File: src/rtl/sdram_cmd_pkg.sv
// Shared state codes, JEDEC command encodings and mode-register layout for the
// SDRAM command/address pin driver.
package sdram_cmd_pkg;

  typedef enum logic [3:0] {
    I_NOP           = 4'd0,
    I_PRECHARGE     = 4'd1,
    I_TRP           = 4'd2,
    I_AUTO_REFRESH1 = 4'd3,
    I_TRF1          = 4'd4,
    I_AUTO_REFRESH2 = 4'd5,
    I_TRF2          = 4'd6,
    I_MRS           = 4'd7,
    I_TMRD          = 4'd8,
    I_DONE          = 4'd9
  } init_state_e;

  typedef enum logic [3:0] {
    W_IDLE   = 4'd0,
    W_ACTIVE = 4'd1,
    W_TRCD   = 4'd2,
    W_READ   = 4'd3,
    W_CL     = 4'd4,
    W_RD     = 4'd5,
    W_WRITE  = 4'd6,
    W_WD     = 4'd7,
    W_TDAL   = 4'd8,
    W_AR     = 4'd9,
    W_TRFC   = 4'd10
  } work_state_e;

  // {cs_n, ras_n, cas_n, we_n}
  localparam logic [3:0] CMD_INHIBIT   = 4'b1111;
  localparam logic [3:0] CMD_NOP       = 4'b0111;
  localparam logic [3:0] CMD_PRECHARGE = 4'b0010;
  localparam logic [3:0] CMD_REFRESH   = 4'b0001;
  localparam logic [3:0] CMD_MRS       = 4'b0000;
  localparam logic [3:0] CMD_ACTIVE    = 4'b0011;
  localparam logic [3:0] CMD_READ      = 4'b0101;
  localparam logic [3:0] CMD_WRITE     = 4'b0100;

  // A10 doubles as all-bank precharge and auto-precharge on READ/WRITE.
  localparam int ADDR_AP_BIT = 10;
  localparam int MRS_WB_BIT  = 9;
  localparam int MRS_CL_LSB  = 4;
  localparam int MRS_BT_BIT  = 3;
  localparam int MRS_BL_LSB  = 0;

  function automatic logic [11:0] mrs_word(input int cas_lat, input int burst_len);
    logic [2:0] bl_code;
    case (burst_len)
      1:       bl_code = 3'd0;
      2:       bl_code = 3'd1;
      4:       bl_code = 3'd2;
      8:       bl_code = 3'd3;
      default: bl_code = 3'd2;
    endcase
    mrs_word                    = '0;
    mrs_word[MRS_WB_BIT]        = 1'b0;
    mrs_word[MRS_BT_BIT]        = 1'b0;
    mrs_word[MRS_CL_LSB +: 3]   = 3'(cas_lat);
    mrs_word[MRS_BL_LSB +: 3]   = bl_code;
  endfunction

endpackage

File: src/rtl/sdram_cmd_wr_beat.sv
// Write-burst beat counter: drives DQ output enable and registered write data
// for exactly BURST_LEN cycles starting with the WRITE command cycle.
module sdram_wr_beat #(
  parameter int DATA_W    = 16,
  parameter int BURST_LEN = 4
) (
  input  logic              clk,
  input  logic              rst,
  input  logic              i_start,
  input  logic              i_abort,
  input  logic [DATA_W-1:0] i_wr_data,
  output logic [DATA_W-1:0] o_dq_out,
  output logic              o_dq_oe,
  output logic              o_wr_beat
);

  localparam int CNT_W = $clog2(BURST_LEN + 1);

  logic [CNT_W-1:0]  r_cnt;
  logic              r_oe;
  logic [DATA_W-1:0] r_dq;

  // The start cycle issues the first beat, so the counter holds beats still owed.
  always_ff @(posedge clk or posedge rst) begin
    if (rst) begin
      r_cnt <= '0;
      r_oe  <= 1'b0;
      r_dq  <= '0;
    end else if (i_abort) begin
      r_cnt <= '0;
      r_oe  <= 1'b0;
    end else if (i_start) begin
      r_cnt <= CNT_W'(BURST_LEN - 1);
      r_oe  <= 1'b1;
      r_dq  <= i_wr_data;
    end else if (r_cnt != '0) begin
      r_cnt <= r_cnt - 1'b1;
      r_oe  <= 1'b1;
      r_dq  <= i_wr_data;
    end else begin
      r_oe  <= 1'b0;
    end
  end

  assign o_dq_out  = r_dq;
  assign o_dq_oe   = r_oe;
  assign o_wr_beat = r_oe;

endmodule

File: src/rtl/sdram_cmd.sv
// Registers controller init/work states into JEDEC commands, bank/row/column
// addressing, CKE and write-data drive on the SDRAM pins.
module sdram_cmd
  import sdram_cmd_pkg::*;
#(
  parameter int ROW_W     = 13,
  parameter int COL_W     = 9,
  parameter int BA_W      = 2,
  parameter int DATA_W    = 16,
  parameter int BURST_LEN = 4,
  parameter int CAS_LAT   = 3
) (
  input  logic                        clk_100m,
  input  logic                        rst,
  input  logic [3:0]                  init_state,
  input  logic [3:0]                  work_state,
  input  logic                        sys_rw_n,
  input  logic [BA_W+ROW_W+COL_W-1:0] sys_addr,
  input  logic [DATA_W-1:0]           sys_wr_data,
  output logic                        sdram_cke,
  output logic                        sdram_cs_n,
  output logic                        sdram_ras_n,
  output logic                        sdram_cas_n,
  output logic                        sdram_we_n,
  output logic [BA_W-1:0]             sdram_ba,
  output logic [ROW_W-1:0]            sdram_addr,
  output logic [DATA_W-1:0]           sdram_dq_out,
  output logic                        sdram_dq_oe,
  output logic                        wr_beat
);

  localparam int AW = BA_W + ROW_W + COL_W;

  logic             r_cke;
  logic [3:0]       r_cmd;
  logic [BA_W-1:0]  r_ba;
  logic [ROW_W-1:0] r_addr;
  logic [BA_W-1:0]  r_lat_ba;
  logic [COL_W-1:0] r_lat_col;
  logic [3:0]       r_init_prev;
  logic [3:0]       r_work_prev;

  logic             w_init_done;
  logic             w_init_edge;
  logic             w_work_edge;
  logic             w_wr_start;
  logic             w_abort;
  logic [3:0]       w_cmd;
  logic [BA_W-1:0]  w_ba;
  logic [ROW_W-1:0] w_addr;
  logic [ROW_W-1:0] w_col_addr;
  logic [BA_W-1:0]  w_lat_ba;
  logic [COL_W-1:0] w_lat_col;
  logic             w_unused_rw;

  // Direction is already implied by work_state; sys_rw_n is not needed here.
  assign w_unused_rw = sys_rw_n;

  assign w_init_done = (init_state == I_DONE);
  assign w_init_edge = (init_state != r_init_prev);
  assign w_work_edge = (work_state != r_work_prev);
  assign w_wr_start  = w_init_done && w_work_edge && (work_state == W_WRITE);
  assign w_abort     = w_init_done && w_work_edge && (work_state == W_ACTIVE);

  always_comb begin
    w_cmd     = CMD_NOP;
    w_ba      = r_ba;
    w_addr    = r_addr;
    w_lat_ba  = r_lat_ba;
    w_lat_col = r_lat_col;
    w_col_addr                   = '0;
    w_col_addr[COL_W-1:0]        = r_lat_col;
    w_col_addr[ADDR_AP_BIT]      = 1'b1;
    if (!w_init_done) begin
      if (w_init_edge) begin
        case (init_state)
          I_PRECHARGE: begin
            w_cmd               = CMD_PRECHARGE;
            w_addr              = '0;
            w_addr[ADDR_AP_BIT] = 1'b1;
          end
          I_AUTO_REFRESH1, I_AUTO_REFRESH2: w_cmd = CMD_REFRESH;
          I_MRS: begin
            w_cmd  = CMD_MRS;
            w_ba   = '0;
            w_addr = ROW_W'(mrs_word(CAS_LAT, BURST_LEN));
          end
          default: w_cmd = CMD_NOP;
        endcase
      end
    end else if (w_work_edge) begin
      case (work_state)
        W_ACTIVE: begin
          w_cmd     = CMD_ACTIVE;
          w_ba      = sys_addr[AW-1 -: BA_W];
          w_addr    = sys_addr[COL_W +: ROW_W];
          w_lat_ba  = sys_addr[AW-1 -: BA_W];
          w_lat_col = sys_addr[COL_W-1:0];
        end
        W_READ: begin
          w_cmd  = CMD_READ;
          w_ba   = r_lat_ba;
          w_addr = w_col_addr;
        end
        W_WRITE: begin
          w_cmd  = CMD_WRITE;
          w_ba   = r_lat_ba;
          w_addr = w_col_addr;
        end
        W_AR:    w_cmd = CMD_REFRESH;
        default: w_cmd = CMD_NOP;
      endcase
    end
  end

  always_ff @(posedge clk_100m or posedge rst) begin
    if (rst) begin
      r_cke       <= 1'b0;
      r_cmd       <= CMD_INHIBIT;
      r_ba        <= '0;
      r_addr      <= '0;
      r_lat_ba    <= '0;
      r_lat_col   <= '0;
      r_init_prev <= '0;
      r_work_prev <= '0;
    end else begin
      r_cke       <= 1'b1;
      r_cmd       <= w_cmd;
      r_ba        <= w_ba;
      r_addr      <= w_addr;
      r_lat_ba    <= w_lat_ba;
      r_lat_col   <= w_lat_col;
      r_init_prev <= init_state;
      r_work_prev <= work_state;
    end
  end

  sdram_wr_beat #(
    .DATA_W    (DATA_W),
    .BURST_LEN (BURST_LEN)
  ) u_wr_beat (
    .clk       (clk_100m),
    .rst       (rst),
    .i_start   (w_wr_start),
    .i_abort   (w_abort),
    .i_wr_data (sys_wr_data),
    .o_dq_out  (sdram_dq_out),
    .o_dq_oe   (sdram_dq_oe),
    .o_wr_beat (wr_beat)
  );

  assign sdram_cke = r_cke;
  assign {sdram_cs_n, sdram_ras_n, sdram_cas_n, sdram_we_n} = r_cmd;
  assign sdram_ba   = r_ba;
  assign sdram_addr = r_addr;

endmodule

File: config.mk
export PLATFORM = sky130hd
export DESIGN_NAME = sdram_cmd
export DESIGN_NICKNAME = d
export VERILOG_FILES = /design/src/rtl/sdram_cmd_pkg.sv /design/src/rtl/sdram_cmd_wr_beat.sv /design/src/rtl/sdram_cmd.sv
export SDC_FILE = /design/constraint.sdc
export NUM_CORES = 1
export LEC_CHECK = 0
export CORE_MARGIN = 4
export CORE_UTILIZATION = 35
export CTS_BUF_LIST = sky130_fd_sc_hd__clkbuf_2 sky130_fd_sc_hd__clkbuf_4 sky130_fd_sc_hd__clkbuf_8
export CTS_CLUSTER_SIZE = 25
export DETAILED_ROUTE_END_ITERATION = 8
export MAX_ROUTING_LAYER = met4
export RECOVER_POWER = 50
export SKIP_CTS_REPAIR_TIMING = 1
export SLEW_MARGIN = 25
export SYNTH_ARGS = -nofsm -noshare
export SYNTH_HDL_FRONTEND = slang
export SYNTH_SLANG_ARGS = --single-unit
File: constraint.sdc
create_clock -name clk_100m -period 6.8 [get_ports clk_100m]
set_clock_uncertainty 0.05 [all_clocks]
set_input_delay 2.04 -clock clk_100m [delete_from_list [all_inputs] [get_ports clk_100m]]
set_output_delay 2.04 -clock clk_100m [all_outputs]
set_load 0.1 [all_outputs]
==> results of run 1 <==
==> synthesized netlist by cell type (all sizes together) <==
cell / instances / area, µm²
a21boi: 2 / 15.01
a21oi: 10 / 50.05
and3: 1 / 6.260
and4b: 1 / 10.01
and4bb: 1 / 12.51
buf: 16 / 126.4
clkbuf: 12 / 46.29
conb: 2 / 7.510
dfrtp: 55 / 1376
dfstp: 4 / 105.1
ha: 2 / 25.02
inv: 10 / 37.54
mux2: 22 / 296.5
mux2i: 7 / 70.07
nand2: 6 / 22.52
nand2b: 1 / 6.260
nand3: 12 / 60.06
nand3b: 1 / 7.510
nand4: 19 / 118.9
nor2: 6 / 22.52
nor2b: 2 / 12.51
nor3: 4 / 25.02
o211ai: 19 / 187.7
o21ai: 6 / 30.03
o22a: 1 / 8.760
o311ai: 16 / 140.1
o31a: 2 / 17.52
o31ai: 16 / 120.1
o32ai: 1 / 16.27
o41a: 1 / 11.26
o41ai: 3 / 63.81
or3: 1 / 6.260
xnor2: 1 / 8.760
xor2: 11 / 96.34
==> metal layers <==
metal  up-vias  share of wire, %
li1       1193                 -
met2        72                49
met5         -                 0
met3         8               6.0
met4         0               1.1
met1      1247                44
==> cell type report <==
cell class / instances / area (µm²)
fill: 811 / 4514
multi-input combinational: 177 / 1486
sequential: 59 / 1481
timing repair buffer: 92 / 908.4
clock buffer: 11 / 145.1
tap: 108 / 135.1
clock inverter: 5 / 52.55
inverter: 10 / 37.54
antenna: 1 / 2.502
==> worst paths after layout <==
kind	startpoint	endpoint	slack, ns	cells after the start
worst max-delay path	work_state[3]	u_wr_beat.o_dq_out[12]	2.00	7
worst min-delay path	sdram_addr[5]	sdram_addr[5]	0.46	1
worst max register to register	r_work_prev[1]	u_wr_beat.o_dq_out[12]	4.14	5
worst min register to register	sdram_addr[5]	sdram_addr[5]	0.46	1
max in group asynchronous	rst	u_wr_beat.o_dq_out[12]	3.88	3
min in group asynchronous	rst	sdram_addr[6]	2.30	3
==> cell families (layout without fill, tap and decap cells) <==
| group | Yosys count | after routing | synth area share (%) |
|---|---|---|---|
| flip-flops | 59 | 59 | 46.78 |
| other | 2 | 3 | 0.2371 |
| adder cells (fa/ha/maj) | 2 | 2 | 0.7901 |
| AND/OR/NAND/NOR | 55 | 55 | 9.799 |
| buffers and inverters | 38 | 118 | 6.637 |
| multiplexers | 29 | 29 | 11.58 |
| XOR/XNOR | 12 | 12 | 3.319 |
| AO/OA/AOI/OAI | 77 | 77 | 20.86 |
==> metrics by stage <==
stage                     instance area [µm²]  util (%)  hold slack [ns]  setup slack [ns]  std cells
after CTS                                4247     48.46           0.4616             2.011        462
after detailed placement                 4049     46.20           0.4444             1.664        446
final                                    4249     48.49           0.4569             2.004        463
after global routing                     4249     48.49           0.4790             1.844        463
after floorplan                          3167         -           0.4303             3.182        274
after global placement                   4038     46.07           0.4403             1.480        446
==> state kept, by name, summed over array words and instances, names as in the netlist <==
name,count
r_cmd,4
r_init_prev,4
r_lat_ba,2
r_lat_col,9
r_work_prev,4
sdram_addr,13
sdram_ba,2
sdram_cke,1
u_wr_beat.o_dq_oe,1
u_wr_beat.o_dq_out,16
u_wr_beat.r_cnt,3
==> critical path, stage by stage <==
cell and delay [ns]:
clkdlybuf4s50_1 0.47, buf_4 0.38, xor2_1 0.20, o41ai_4 0.39, buf_4 0.43, o31a_1 0.76, o211ai_1 0.23
==> power by group through the flow <==
stage | Sequential [mW] | Combinational, mW | Clock (mW)
2_1_floorplan | 0.796 | 0.202 | 0
3_3_place_gp | 0.462 | 0.688 | 0
3_5_place_dp | 0.465 | 0.692 | 0
4_1_cts | 0.459 | 0.694 | 0.332
5_1_grt | 0.468 | 0.717 | 0.350
6_report | 0.459 | 0.684 | 0.321
==> metrics.md, run 1 <==
| Metric | Value |
|---|---|
| Total number of vias | `2520` |
| Post-Route WL | `roughly 8.1 mm` |
| Port-buffer cells | `87` |
| Status | `complete, no violations` |
| Busiest grt layer | `met2` |
| Setup TNS | `0 ns` |
| Mean Syn Cell Area | `11.56 µm²` |
| Kind of start point of the critical path | `input port` |
| Cells after Synth | `around 270` |
| Number of routed nets with antenna violations | `0` |
| Met3 Track Usage GR | `under 10%` |
| Power share of the clock group | `21.9%` |
| Proportion of synthesized chip area in sequential cells | `46.78%` |
| HP Class | `reg -> reg` |
| GR Util All Layers | `16.40%` |
| Global-route wire length before repair | `13.22 mm` |
| I/O pin total | `slightly below 90` |
| Leading cell type in the layout, fill and taps excluded | `clkdlybuf4s50_1` |
| Data required, critical path | `6.91 ns` |
| Cts bufs inserted | `9` |
| Switch Pwr | `685.2 µW` |
| VDD IR max | `0.0001639 V` |
| Max Freq | `208.5 MHz` |
| Kind of critical path | `in -> reg` |
| Internal | `779.9 µW` |
| # setup viols final | `0` |
| #FFs+latches synth | `59` |
| Clock-pin slew on the worst setup and hold paths | `around 0.07 ns` |
| CTS tree | `built` |
| Starting density of the core | `between 30% and 40%` |
| Antenna violations before repair | `1` |
| Synthesized net count | `327` |
| Met1 capacity usage during global routing | `22.00%` |
| Area growth from synthesis to layout | `34.18%` |
| RSZ-0062 raised after global routing | `no` |
| Fin crit share | `70.53%` |
| Largest net degree at the start of global routing | `60` |
| Synth Warn # | `0` |
| RePlAce Congestion | `about 0.8` |
| DR iter-0 viols | `159` |
| P_leak | `~1.7 nW` |
| Post-route minimum period | `4.796 ns` |
| Skew-Pair Late Insertion Delay | `approximately 0.34 ns` |
| Combinational Power Share | `46.7%` |
| Worst-Margin Slew | `roughly 1 ns` |
| Detailed-router iteration count before antenna repair | `4` |
| Pwr dens | `344.8 nW/µm²` |
| Share of cells above drive strength 1 | `17.23%` |
| Core area | `8763 µm²` |
| Final Hold Vio Count | `0` |
| Most frequent cells in the layout | `clkdlybuf4s50_1, dfrtp_1, nand4_1` |
| Synthesized area | `about 3200 µm²` |
| Die area | `about 11000 µm²` |
| GRT Residual Overflow | `0` |
| Maximum root-to-sink buffer count | `2` |
| Relative slew slack | `33.53%` |
| Crit. End Element | `flip-flop` |
| Chip width | `103.1 µm` |
| # nets final | `approximately 400` |
| Met2 GRT Util | `23.98%` |
| Root buf cell | `clkbuf_8` |
| DIE HEIGHT | `103.1 µm` |
| Site Rows | `34` |
| Pwr Total | `1.465 mW` |
| Clock sink total | `59` |
| Via density per instance | `5.443` |
| Distinct cell type count after synthesis | `43` |
| Avg WL per Cell | `roughly 17 µm` |
| CP Data Arrival Time | `between 4 and 5 ns` |
| Max Cap Viol | `0` |
| Critical path peak fanout | `44` |
| Pins Over Slew Limit | `0` |
| Drt drc | `0` |
| DP HPWL | `around 5.4 mm` |
| Switching Fraction | `46.77%` |
| Vias in the first global route | `2550` |
| H-tree levels | `3` |
| Sequential share of power | `31.4%` |
No activity file was read; power rests on OpenSTA's default activity.
==> inputs of run 2 (changes only) <==
==> constraint.sdc (replaced) <==
create_clock -name clk_100m -period 4.86 [get_ports clk_100m]
set_clock_uncertainty 0.05 [all_clocks]
set_input_delay 1.458 -clock clk_100m [delete_from_list [all_inputs] [get_ports clk_100m]]
set_output_delay 1.458 -clock clk_100m [all_outputs]
set_load 0.1 [all_outputs]
==> run 2 against run 1 <==
Net effect:
- the flow now finishes with violations (max-capacitance violations, max-slew violations)
- combinational power rose by 41%
- sequential power increased by 40%
- total power increased by 41%
- routed wire length grew 0.89%
- clock power is 44% higher
- first-iteration DRC count fell by 19%
- cell count increased by 0.65%
- non-clock buffer count rose by 5
- global-route usage fell by 0.31 points
- worst setup slack worse by 0.88 ns
- largest cell class is now flip-flops and latches
==> metrics.md, run 2 (synthesis results as in run 1) <==
| Metric | Value |
|---|---|
| Status | `finished with violations` |
| Failing checks | `max-capacitance violations, max-slew violations` |
| I/O pin total | `89 (unchanged)` |
| Delay-heaviest family, CP | `buffers and inverters` |
| CP max stage cell | `dlygate4sd3_1` |
| Max Cap Viol | `1 (+1)` |
| Crit. End Element | `flip-flop` |
| DIE HEIGHT | `103.1 µm (unchanged)` |
| H-tree levels | `3 (unchanged)` |
| Clock-pin slew on the worst setup and hold paths | `0.07 ns (about the same)` |
| Share of cells above drive strength 1 | `17.60% (+0.37 points)` |
| Port-buffer cells | `87 (unchanged)` |
| Final Hold Vio Count | `0 (unchanged)` |
| Area growth from synthesis to layout | `34.73%` |
| Starting density of the core | `36.14% (unchanged)` |
| P_leak | `1.668 nW (-0.39%)` |
| Core area | `8763 µm² (unchanged)` |
| Antenna violations before repair | `0 (-1)` |
| VDD IR max | `0.0002465 V (+50%)` |
| DR iter-0 viols | `128 (-19%)` |
| Pwr Total | `2.067 mW (+41%)` |
| FF-to-FF path depth | `6 (+1)` |
| Cts bufs inserted | `9 (unchanged)` |
| Leading cell type in the layout, fill and taps excluded | `clkdlybuf4s50_1` |
| # nets final | `407 (+1.2%)` |
| Hold path depth | `1 (unchanged)` |
| Hold path start | `sdram_addr[7]` |
| HP Class | `reg -> reg` |
| Setup TNS | `0 ns (unchanged)` |
| Most frequent cells in the layout | `clkdlybuf4s50_1, dfrtp_1, nand4_1` |
| Avg WL per Cell | `17.52 µm (+0.24%)` |
| Drt drc | `0 (unchanged)` |
| Fin crit share | `about three quarters` |
| # setup viols final | `0 (unchanged)` |
| Worst-Margin Slew | `2.270 ns (+1.276 ns)` |
| Reg-to-reg critical path endpoint | `u_wr_beat.o_dq_out[3]` |
| DP HPWL | `5.571 mm (+2.6%)` |
| Pwr dens | `484.5 nW/µm² (+41%)` |
| GR Util All Layers | `16.09% (-0.31 points)` |
| RR Startpoint | `u_wr_beat.r_cnt[0]` |
| Crit path largest cell delay | `0.75 ns (about the same)` |
| Total number of vias | `2569 (+1.9%)` |
| Post-route minimum period | `3.739 ns` |
| Reg2Reg Setup Slack | `2.55 ns (-1.59 ns)` |
| RSZ-0062 raised after global routing | `no` |
| Post-Route WL | `8.164 mm (+0.89%)` |
| Skew-Pair Late Insertion Delay | `0.33 ns (about the same)` |
| Worst path cell trace | `dlygate4sd3_1 > xor2_1 > o41ai_4 > clkbuf_1 > o311ai_0 > o211ai_2` |
| Relative slew slack | `-52.18% (-86 points)` |
| Critical path peak fanout | `17 (-61%)` |
| Kind of start point of the critical path | `input port` |
| Die area | `10630 µm² (unchanged)` |
| Clock sink total | `59 (unchanged)` |
| Hold Path End | `sdram_addr[7]` |
| Pins Over Slew Limit | `51 (+51)` |
| Site Rows | `34 (unchanged)` |
| Number of routed nets with antenna violations | `0 (unchanged)` |
| Largest register FFs | `16 (unchanged)` |
| Largest net degree at the start of global routing | `51 (-15%)` |
| CTS tree | `built` |
| CP bufs+invs | `2 (-1)` |
| Maximum root-to-sink buffer count | `2 (unchanged)` |
| Kind of critical path | `in -> reg` |
| Vias in the first global route | `2565 (+0.59%)` |
| CP Data Arrival Time | `3.94 ns (-0.97 ns)` |
| Detailed-router iteration count before antenna repair | `5 (+1)` |
| RePlAce Congestion | `0.7841 (-0.61%)` |
| Max Freq | `267.5 MHz` |
| GRT Residual Overflow | `0 (unchanged)` |
| Ant diodes | `0 (-1)` |
| Chip width | `103.1 µm (unchanged)` |
| Via density per instance | `5.513 (+1.3%)` |
| Root buf cell | `clkbuf_8` |
| Data required, critical path | `5.07 ns (-1.84 ns)` |
| Global-route wire length before repair | `13.08 mm (-1.1%)` |
==> run 2: changes by cell type in the layout (fill, tap and decap cells not counted), sizes merged <==
| cell | change |
|---|---|
| clkbuf | +3 |
| diode | -1 |
| clkdlybuf4s50 | +2 |
| clkinvlp | +2 |
| dlygate4sd3 | -2 |
| clkinv | -3 |
| buf | +2 |
==> run 2: cell type report <==
cell class / count / area, µm²
Multi-Input combinational cell: 177 / 1475
Clock buffer: 11 / 151.4
Timing Repair Buffer: 97 / 934.6
Tap cell: 108 / 135.1
Clock inverter: 4 / 50.05
Sequential cell: 59 / 1481
Fill cell: 827 / 4497
Inverter: 10 / 38.79
==> run 2: report_power, final <==
part | switching, mW | internal [mW]
clock | 0.200 | 0.261
combinational | 0.704 | 0.260
sequential | 0.0598 | 0.583
==> run 2: routing by layer <==
| metal | wire length, µm | GRT usage, % |
|---|---|---|
| met3 | 409 | 2.503 |
| met4 | 100 | 5.378 |
| met5 | 0 | - |
| met1 | 3708 | 21.48 |
| met2 | 3945 | 25.01 |
==> run 2: metrics by stage <==
step           hold slack (ns)  worst slack [ns]  std cells  cell area (µm²)  utilization (%)
6_report                0.4586             1.121        466             4267            48.69
3_5_place_dp            0.4461            0.8883        451             4078            46.53
5_1_grt                 0.4784            0.8784        466             4267            48.69
4_1_cts                 0.4648             1.248        466             4279            48.83
2_1_floorplan           0.4303             1.824        274             3167                -
3_3_place_gp            0.4410            0.9276        451             4075            46.50
==> run 2: worst max-delay path by stage <==
| stage | cells past startpoint | to | start | slack (ns) |
|---|---|---|---|---|
| 2_1_floorplan | 6 | r_lat_ba[0] | work_state[3] | 1.82 |
| 3_3_place_gp | 6 | r_lat_col[5] | init_state[2] | 0.93 |
| 3_5_place_dp | 6 | r_lat_col[7] | init_state[2] | 0.89 |
| 4_1_cts | 6 | r_lat_col[5] | init_state[2] | 1.25 |
| 5_1_grt | 6 | u_wr_beat.o_dq_out[2] | work_state[0] | 0.88 |
| 6_report | 6 | u_wr_beat.o_dq_out[2] | work_state[0] | 1.12 |
